**config.mk**
```make
export PLATFORM = sky130hd
export DESIGN_NAME = nibble_serial_alu_ctrl
export DESIGN_NICKNAME = d
export VERILOG_FILES = /design/src/rtl/alu_ctrl_defs.sv /design/src/rtl/rcadder.sv /design/src/rtl/nibble_serial_alu_ctrl.sv
export SDC_FILE = /design/constraint.sdc
export NUM_CORES = 1
export LEC_CHECK = 0
export BUFFER_PORTS_ARGS = -buffer_cell sky130_fd_sc_hd__buf_2
export CORE_ASPECT_RATIO = 0.75
export CORE_UTILIZATION = 30
export CTS_BUF_LIST = sky130_fd_sc_hd__clkbuf_4 sky130_fd_sc_hd__clkbuf_8
export DETAILED_ROUTE_END_ITERATION = 8
export GPL_TIMING_DRIVEN = 1
export PLACE_DENSITY = 0.57
export SKIP_LAST_GASP = 1
export SYNTH_ARGS = -nofsm -noshare
export SYNTH_HDL_FRONTEND = slang
export SYNTH_SLANG_ARGS = --single-unit
```
**constraint.sdc**
```tcl
create_clock -name clk -period 2.6 [get_ports clk]
set_input_delay 0.78 -clock clk [delete_from_list [all_inputs] [get_ports clk]]
set_output_delay 0.78 -clock clk [all_outputs]
set_load 0.01 [all_outputs]
```
**src/rtl/alu_ctrl_defs.sv**
```systemverilog
// Shared definitions for the nibble-serial add/subtract controller.
// Holds the FSM encoding and the pass-counter width.
package alu_ctrl_defs;

  typedef enum logic [1:0] {
    IDLE = 2'd0,
    RUN  = 2'd1,
    DONE = 2'd2
  } state_t;

  // Wide enough for the largest legal operand (32 bits -> 8 passes, cnt 0..7).
  localparam int NIB_W = 3;

endpackage

```
**src/rtl/rcadder.sv**
```systemverilog
// 4-bit ripple-carry adder: the only arithmetic element of the serial ALU.
// Built as a chain of full adders.
module rcadder (
  input  logic [3:0] A,
  input  logic [3:0] B,
  input  logic       Cin,
  output logic [3:0] Sum,
  output logic       Cout
);

  logic [4:0] carry;

  assign carry[0] = Cin;

  generate
    for (genvar gi = 0; gi < 4; gi++) begin : g_fa
      assign Sum[gi]       = A[gi] ^ B[gi] ^ carry[gi];
      assign carry[gi + 1] = (A[gi] & B[gi]) | (carry[gi] & (A[gi] ^ B[gi]));
    end
  endgenerate

  assign Cout = carry[4];

endmodule

```
**src/rtl/nibble_serial_alu_ctrl.sv**
```systemverilog
// Nibble-serial add/subtract unit: one 4-bit adder processes the operands
// over NIB passes; results appear only when the final pass completes.
module nibble_serial_alu_ctrl
  import alu_ctrl_defs::*;
#(
  parameter  int WIDTH = 16,
  localparam int NIB   = WIDTH / 4
) (
  input  logic             clk,
  input  logic             rst,
  input  logic             start,
  input  logic             sub,
  input  logic [WIDTH-1:0] A,
  input  logic [WIDTH-1:0] B,
  output logic             busy,
  output logic             done,
  output logic [WIDTH-1:0] Sum,
  output logic             Cout,
  output logic             Ovf
);

  localparam int IW = $clog2(WIDTH);

  state_t           state_reg, state_next;
  logic [NIB_W-1:0] cnt_reg;
  logic [WIDTH-1:0] a_reg, b_reg, res_reg, res_next;
  logic [WIDTH-1:0] sum_reg;
  logic             sub_reg, carry_reg, cout_reg, ovf_reg;
  logic [3:0]       add_a, add_b, add_sum;
  logic             add_cout;
  logic [IW-1:0]    idx;
  logic             accept, last_pass;

  assign accept    = start && ((state_reg == IDLE) || (state_reg == DONE));
  assign last_pass = (state_reg == RUN) && (cnt_reg == NIB_W'(NIB - 1));

  // Operands shift right each pass, so the current nibble is always at [3:0].
  assign add_a = a_reg[3:0];
  assign add_b = b_reg[3:0] ^ {4{sub_reg}};
  assign idx   = IW'({cnt_reg, 2'b00});

  rcadder u_rcadder (
    .A    (add_a),
    .B    (add_b),
    .Cin  (carry_reg),
    .Sum  (add_sum),
    .Cout (add_cout)
  );

  always_comb begin
    res_next             = res_reg;
    res_next[idx +: 4]   = add_sum;
  end

  always_ff @(posedge clk) begin
    if (rst) begin
      state_reg <= IDLE;
    end else begin
      state_reg <= state_next;
    end
  end

  always_comb begin
    state_next = state_reg;
    busy       = 1'b0;
    done       = 1'b0;
    case (state_reg)
      IDLE: begin
        if (start) state_next = RUN;
      end
      RUN: begin
        busy = 1'b1;
        if (last_pass) state_next = DONE;
      end
      DONE: begin
        done       = 1'b1;
        state_next = start ? RUN : IDLE;
      end
      default: state_next = IDLE;
    endcase
  end

  always_ff @(posedge clk) begin
    if (rst) begin
      cnt_reg   <= '0;
      carry_reg <= 1'b0;
      sub_reg   <= 1'b0;
      a_reg     <= '0;
      b_reg     <= '0;
      res_reg   <= '0;
      sum_reg   <= '0;
      cout_reg  <= 1'b0;
      ovf_reg   <= 1'b0;
    end else if (accept) begin
      a_reg     <= A;
      b_reg     <= B;
      sub_reg   <= sub;
      cnt_reg   <= '0;
      carry_reg <= sub;
    end else if (state_reg == RUN) begin
      a_reg     <= a_reg >> 4;
      b_reg     <= b_reg >> 4;
      res_reg   <= res_next;
      carry_reg <= add_cout;
      cnt_reg   <= last_pass ? '0 : cnt_reg + NIB_W'(1);
      // Visible outputs change only here, so partial sums never leak out.
      if (last_pass) begin
        sum_reg  <= res_next;
        cout_reg <= add_cout;
        ovf_reg  <= (add_a[3] == add_b[3]) && (add_sum[3] != add_a[3]);
      end
    end
  end

  assign Sum  = sum_reg;
  assign Cout = cout_reg;
  assign Ovf  = ovf_reg;

endmodule

```
==> results.toml, run 1 <==
[run_status]
status = "complete, but fails checks"
violations = "negative setup slack"

[timing]
skew_ps = 12.62
worst_pin_slew_ps = 722.7
rsz0062_at_grt = "yes"
max_slew_margin_pct = 51.82
setup_ws_ps = -16.66
fin_crit_sh_pct = 100.6
clock.fmax_ghz = 0.3822
min_period_ps = 2617
tns_ps = -16.66
setup_violations = 1
finalMaxSlewViolations = 0
finalHoldViolCount = 0

[clocking]
cts_tree = "yes"
path_clk_slew_ps = 80
h-tree-depth = 3
ctsHoldBuffers = 0
cts_inserted_buffers = 9
cts_buffer_depth = 2
cts-root-buf = "clkbuf_8"
worstSkewPairLatency_ps = 350
cts_sinks = 73

[synth]
synth_compound_area_share_pct = 20.42
synthArstFlopShare_pct = 0
syn_area_um2 = 3241
yosys.area.top_type = "dfxtp_1"
synth_area_leaders = "dfxtp_1 (45%), a22oi_1 (7.4%), a21oi_1 (5.9%)"
synth_edf_count = 0
synthSimpleGateAreaFrac_pct = 20.08
synthDistinctLibCells = 33
ys_ff_latch = 73
synth.area.mux_share_pct = 0
synth_top_area_share_pct = 45.10
synth_top_family_by_area = "compound AO/OA/AOI/OAI gates"
ys.flop_type = "dfxtp_1"
yosys.area_share.xor_xnor_pct = 1.351
ys_seq_area_share_pct = 45.10
synthAdderAreaFrac_pct = 5.174
synth_fp_nets = 403
ys_warn_count = 0
syn_area_per_cell_um2 = 9.103
synth_cells = 356

[worst_setup_path]
crit_fanout = 3
slowest_delay_ps = 460
crit_chain = "xor2_2 > fa_2 > inv_2 > fa_1 > inv_2 > fa_2 > inv_2 > fa_2 > xor2_1 > or3_1 > a21oi_2"
crit_type = "reg -> reg"
start_kind = "flip-flop"
crit_buf_inv = 3
rr_endpoint = "Ovf"
crit_end = "Ovf"
startpoint = "sub_reg"
crit_family = "adder cells"
worstSetupPathDepth = 11
reg2regPathDepth = 11
required_ps = 2890
end_kind = "flip-flop"
r2r_slack_ps = -20
cp_slowest_cell = "fa_2"
r2r-start = "sub_reg"
arrival_ps = 2900

[floorplan]
rows = 32
die_h_um = 92.01
dieArea_um2 = 11230
start_util_pct = 31.13
core-area_um2 = 10410
num_io_pins = 56
die_w_um = 122.0

[drt]
drt_iter0_drc = 200
avgRoutedWirePerCell_um = 15.03
wirelength_mm = 8.118
drc = 0
via_per_inst = 5.185
vias = 2800
ant_nets = 0
dr.pass1.iters = 5

[final_layout]
drive_above_1_share_pct = 27.97
nNetsFinal = 446
layout_commonest_cell = "dfxtp_1"
diodes = 0
fill_cells = 1079
layout_common_cells = "dfxtp_1 (71), buf_2 (55), a21oi_1 (37)"
area_growth_pct = 19.61

[power]
power_density_nw_per_um2 = 622.7
p_leak_nw = 1.534
ir_drop_v = 0.0002706
power.total_mw = 2.414

[job]
max-cap-violations = 0

[global_routing]
grt_pass1_wl_mm = 13.22
antenna_found_initial = 0
first_global_vias = 2682
grt.total_usage_pct = 15.38
grt_max_degree = 37
grt_overflow_total = 0

[placed_design]
portBuffers = 55
place_ws_ps = -66.66
globalplace.congestion = 0.7821
hpwl_mm = 5.574

[min_path]
hp-class = "reg -> reg"
==> power by group <==
group,total (mW),switching [mW],internal (mW),leakage (nW)
registers,1.19,0.0293,1.16,0.595
logic,0.337,0.211,0.126,0.838
clock network,0.887,0.424,0.462,0.102
==> final cells by class <==
class / instances / area, µm² / area share [%]
clock inverter: 6 / 57.56 / 1.485
sequential: 73 / 1464 / 37.77
clock buffer: 10 / 137.6 / 3.551
inverter: 16 / 67.56 / 1.743
tap: 136 / 170.2 / 4.390
multi-input combinational: 231 / 1582 / 40.80
timing repair buffer: 68 / 397.9 / 10.26
==> cells in the mapped netlist (3+ instances only) <==
cell      count
nor3_1        6
nand2b_1      4
nor2_1       35
a21oi_1      38
inv_1        15
fa_1          4
nand3b_1      4
ha_1          7
xor2_1        4
nor3_2       10
nand2_1      13
nand3_1      34
a221oi_1     16
a32oi_1       8
clkbuf_1     13
buf_6         3
nor4bb_1      3
buf_4         4
dfxtp_1      73
buf_2        14
a22oi_1      32
==> worst register-to-register path: cells and delay by family (launching register included) <==
kind | cells | cell delay [ps]
compound gates | 1 | 110
xor+xnor | 2 | 330
fa+ha+maj | 4 | 1310
buf+inv | 3 | 160
flops | 1 | 340
simple gates | 1 | 320
==> cell families after synthesis <==
group	after synthesis
AND/OR/NAND/NOR	118
flip-flops	73
buffers and inverters	52
XOR/XNOR	5
AO/OA/AOI/OAI	97
adder cells (fa/ha/maj)	11
==> per-layer routing <==
metal | share of wire, % | up-vias | track usage, % | wire [µm]
met5 | 0 | - | 0 | 0
met4 | 0.71 | 0 | 4.115 | 58
met3 | 6.8 | 9 | 4.851 | 549
met2 | 42 | 82 | 21.99 | 3441
met1 | 50 | 1342 | 21.92 | 4068
li1 | - | 1367 | - | -
==> stage by stage <==
step / hold WS (ps) / utilization, % / std cells / area [µm²]
floorplan: 421.9 / - / 356 / 3272
global placement: 440.9 / 34.92 / 523 / 3635
detailed placement: 444.6 / 34.92 / 523 / 3635
CTS: 457.9 / 36.86 / 539 / 3837
global route: 480.8 / 37.24 / 540 / 3876
finish: 458.6 / 37.24 / 540 / 3876
==> how the worst min path moves through the flow <==
stage / cells after the start / startpoint / end
2_1_floorplan: 2 / cnt_reg[2] / cnt_reg[2]
4_1_cts: 2 / Ovf / Ovf
3_5_place_dp: 2 / cnt_reg[2] / cnt_reg[2]
5_1_grt: 2 / cnt_reg[2] / cnt_reg[2]
3_3_place_gp: 2 / cnt_reg[2] / cnt_reg[2]
6_report: 2 / cnt_reg[2] / cnt_reg[2]
==> repair_timing <==
| action | 4_1_cts | 5_1_grt |
|---|---|---|
| pin swaps | 5 | 3 |
| buffers inserted | 0 | 1 |
| gates cloned | 0 | 0 |
| setup endpoints to repair | 7 | 9 |
| gates resized for setup | 6 | 6 |
Note: power is estimated with default switching activity, not from simulation.
==> inputs of run 2 (changes only) <==
--- a/config.mk
+++ b/config.mk
@@ -11,7 +11,7 @@
 export CTS_BUF_LIST = sky130_fd_sc_hd__clkbuf_4 sky130_fd_sc_hd__clkbuf_8
 export DETAILED_ROUTE_END_ITERATION = 8
 export GPL_TIMING_DRIVEN = 1
-export PLACE_DENSITY = 0.57
+export PLACE_DENSITY = 0.55
 export SKIP_LAST_GASP = 1
 export SYNTH_ARGS = -nofsm -noshare
 export SYNTH_HDL_FRONTEND = slang
==> constraint.sdc (replaced) <==
create_clock -name clk -period 3.25 [get_ports clk]
set_input_delay 0.975 -clock clk [delete_from_list [all_inputs] [get_ports clk]]
set_output_delay 0.975 -clock clk [all_outputs]
set_load 0.01 [all_outputs]
==> results.toml, run 2 (synthesis gave the netlist of run 1 again) <==
[timing]
fin_crit_sh_pct = 84.81
clock.fmax_ghz = 0.3628
finalMaxSlewViolations = 0
min_period_ps = 2756
setup_violations = 0
worst_pin_slew_ps = 851.9
rsz0062_at_grt = "no"
skew_ps = 9.512
tns_ps = 0
finalHoldViolCount = 0
max_slew_margin_pct = 42.88

[drt]
drt_iter0_drc = 244
via_per_inst = 5.129
ant_nets = 0
drc = 0
dr.pass1.iters = 4
avgRoutedWirePerCell_um = 15.12
vias = 2749
wirelength_mm = 8.102

[worst_setup_path]
crit_family = "adder cells"
crit_path_frequent_cell = "fa_1"
start_kind = "flip-flop"
slowest_delay_ps = 460
cp_slowest_cell = "fa_1"
crit_chain = "xor2_1 > fa_1 > inv_1 > fa_1 > inv_1 > fa_1 > inv_1 > fa_1 > xor2_1 > or3_1 > a21oi_1"
end_kind = "flip-flop"
crit_type = "reg -> reg"
crit_fanout = 5
required_ps = 3540
crit_buf_inv = 3
arrival_ps = 3040

[global_routing]
grt_overflow_total = 0
grt_max_degree = 38
antenna_found_initial = 0
grt.total_usage_pct = 15.68
grt_pass1_wl_mm = 13.66
first_global_vias = 2686

[clocking]
post_cts_resized = 0
cts_sinks = 73
ctsHoldBuffers = 0
cts_tree = "yes"
path_clk_slew_ps = 80
cts-root-buf = "clkbuf_8"
cts_inserted_buffers = 9
worstSkewPairLatency_ps = 350
post_cts_buffers = 0
cts_buffer_depth = 2
h-tree-depth = 3

[final_layout]
fill_cells = 1098
layout_commonest_cell = "dfxtp_1"
diodes = 0
drive_above_1_share_pct = 23.50
layout_common_cells = "dfxtp_1 (73), buf_2 (55), a21oi_1 (38)"
area_growth_pct = 17.18
nNetsFinal = 442

[power]
ir_drop_v = 0.0001834
p_leak_nw = 1.506
power.total_mw = 1.984
power_density_nw_per_um2 = 522.4

[floorplan]
start_util_pct = 31.13
dieArea_um2 = 11230
rows = 32
core-area_um2 = 10410
die_w_um = 122.0
num_io_pins = 56
die_h_um = 92.01

[placed_design]
portBuffers = 55
globalplace.congestion = 0.7622
hpwl_mm = 5.495

[min_path]
hp-class = "reg -> reg"

[run_status]
status = "complete, no violations"

[job]
max-cap-violations = 0
## run 2: final timing paths
path / from / to / slack [ps] / cells after the start
worst max register to register: sub_reg / Ovf / 490 / 11
worst min register to register: Ovf / Ovf / 450 / 2
worst min-delay path: Ovf / Ovf / 450 / 2
worst max-delay path: sub_reg / Ovf / 490 / 11
## run 2: cell type report
class / count / area [µm²] / area share [%]
multi-input combinational: 231 / 1526 / 40.20
sequential: 73 / 1461 / 38.48
inverter: 16 / 65.06 / 1.713
clock inverter: 7 / 95.09 / 2.504
timing repair buffer: 64 / 355.3 / 9.358
tap: 136 / 170.2 / 4.481
clock buffer: 9 / 123.9 / 3.262
## run 2: routing by layer
layer | global-route usage [%] | routed length [µm] | up-vias
li1 | - | - | 1360
met1 | 22.05 | 4011 | 1309
met2 | 22.32 | 3441 | 73
met3 | 5.410 | 566 | 7
met4 | 4.424 | 83 | 0
met5 | 0 | 0 | -
## run 2: where the power goes
part	total (mW)	switching, mW	internal [mW]
Sequential	0.951	0.0229	0.928
Clock	0.787	0.355	0.432
Combinational	0.246	0.160	0.0864
Total	1.98	0.538	1.45
## run 2: through the flow
stage | instances | hold slack (ps) | worst slack, ps | utilization (%) | cell area [µm²]
2_1_floorplan | 356 | 421.9 | 515.7 | - | 3241
3_3_place_gp | 520 | 438.9 | 565.6 | 34.38 | 3578
4_1_cts | 536 | 453.7 | 472.4 | 36.48 | 3797
6_report | 536 | 450.5 | 493.6 | 36.48 | 3797
5_1_grt | 536 | 465.3 | 283.1 | 36.48 | 3797
3_5_place_dp | 520 | 442.3 | 485.7 | 34.38 | 3578
## run 2: worst register-to-register path, stage by stage (launching register included)
cell and delay [ps]:
dfxtp_1 440, xor2_1 130, fa_1 370, inv_1 70, fa_1 150, inv_1 50, fa_1 350, inv_1 70
fa_1 460, xor2_1 160, or3_1 300, a21oi_1 140
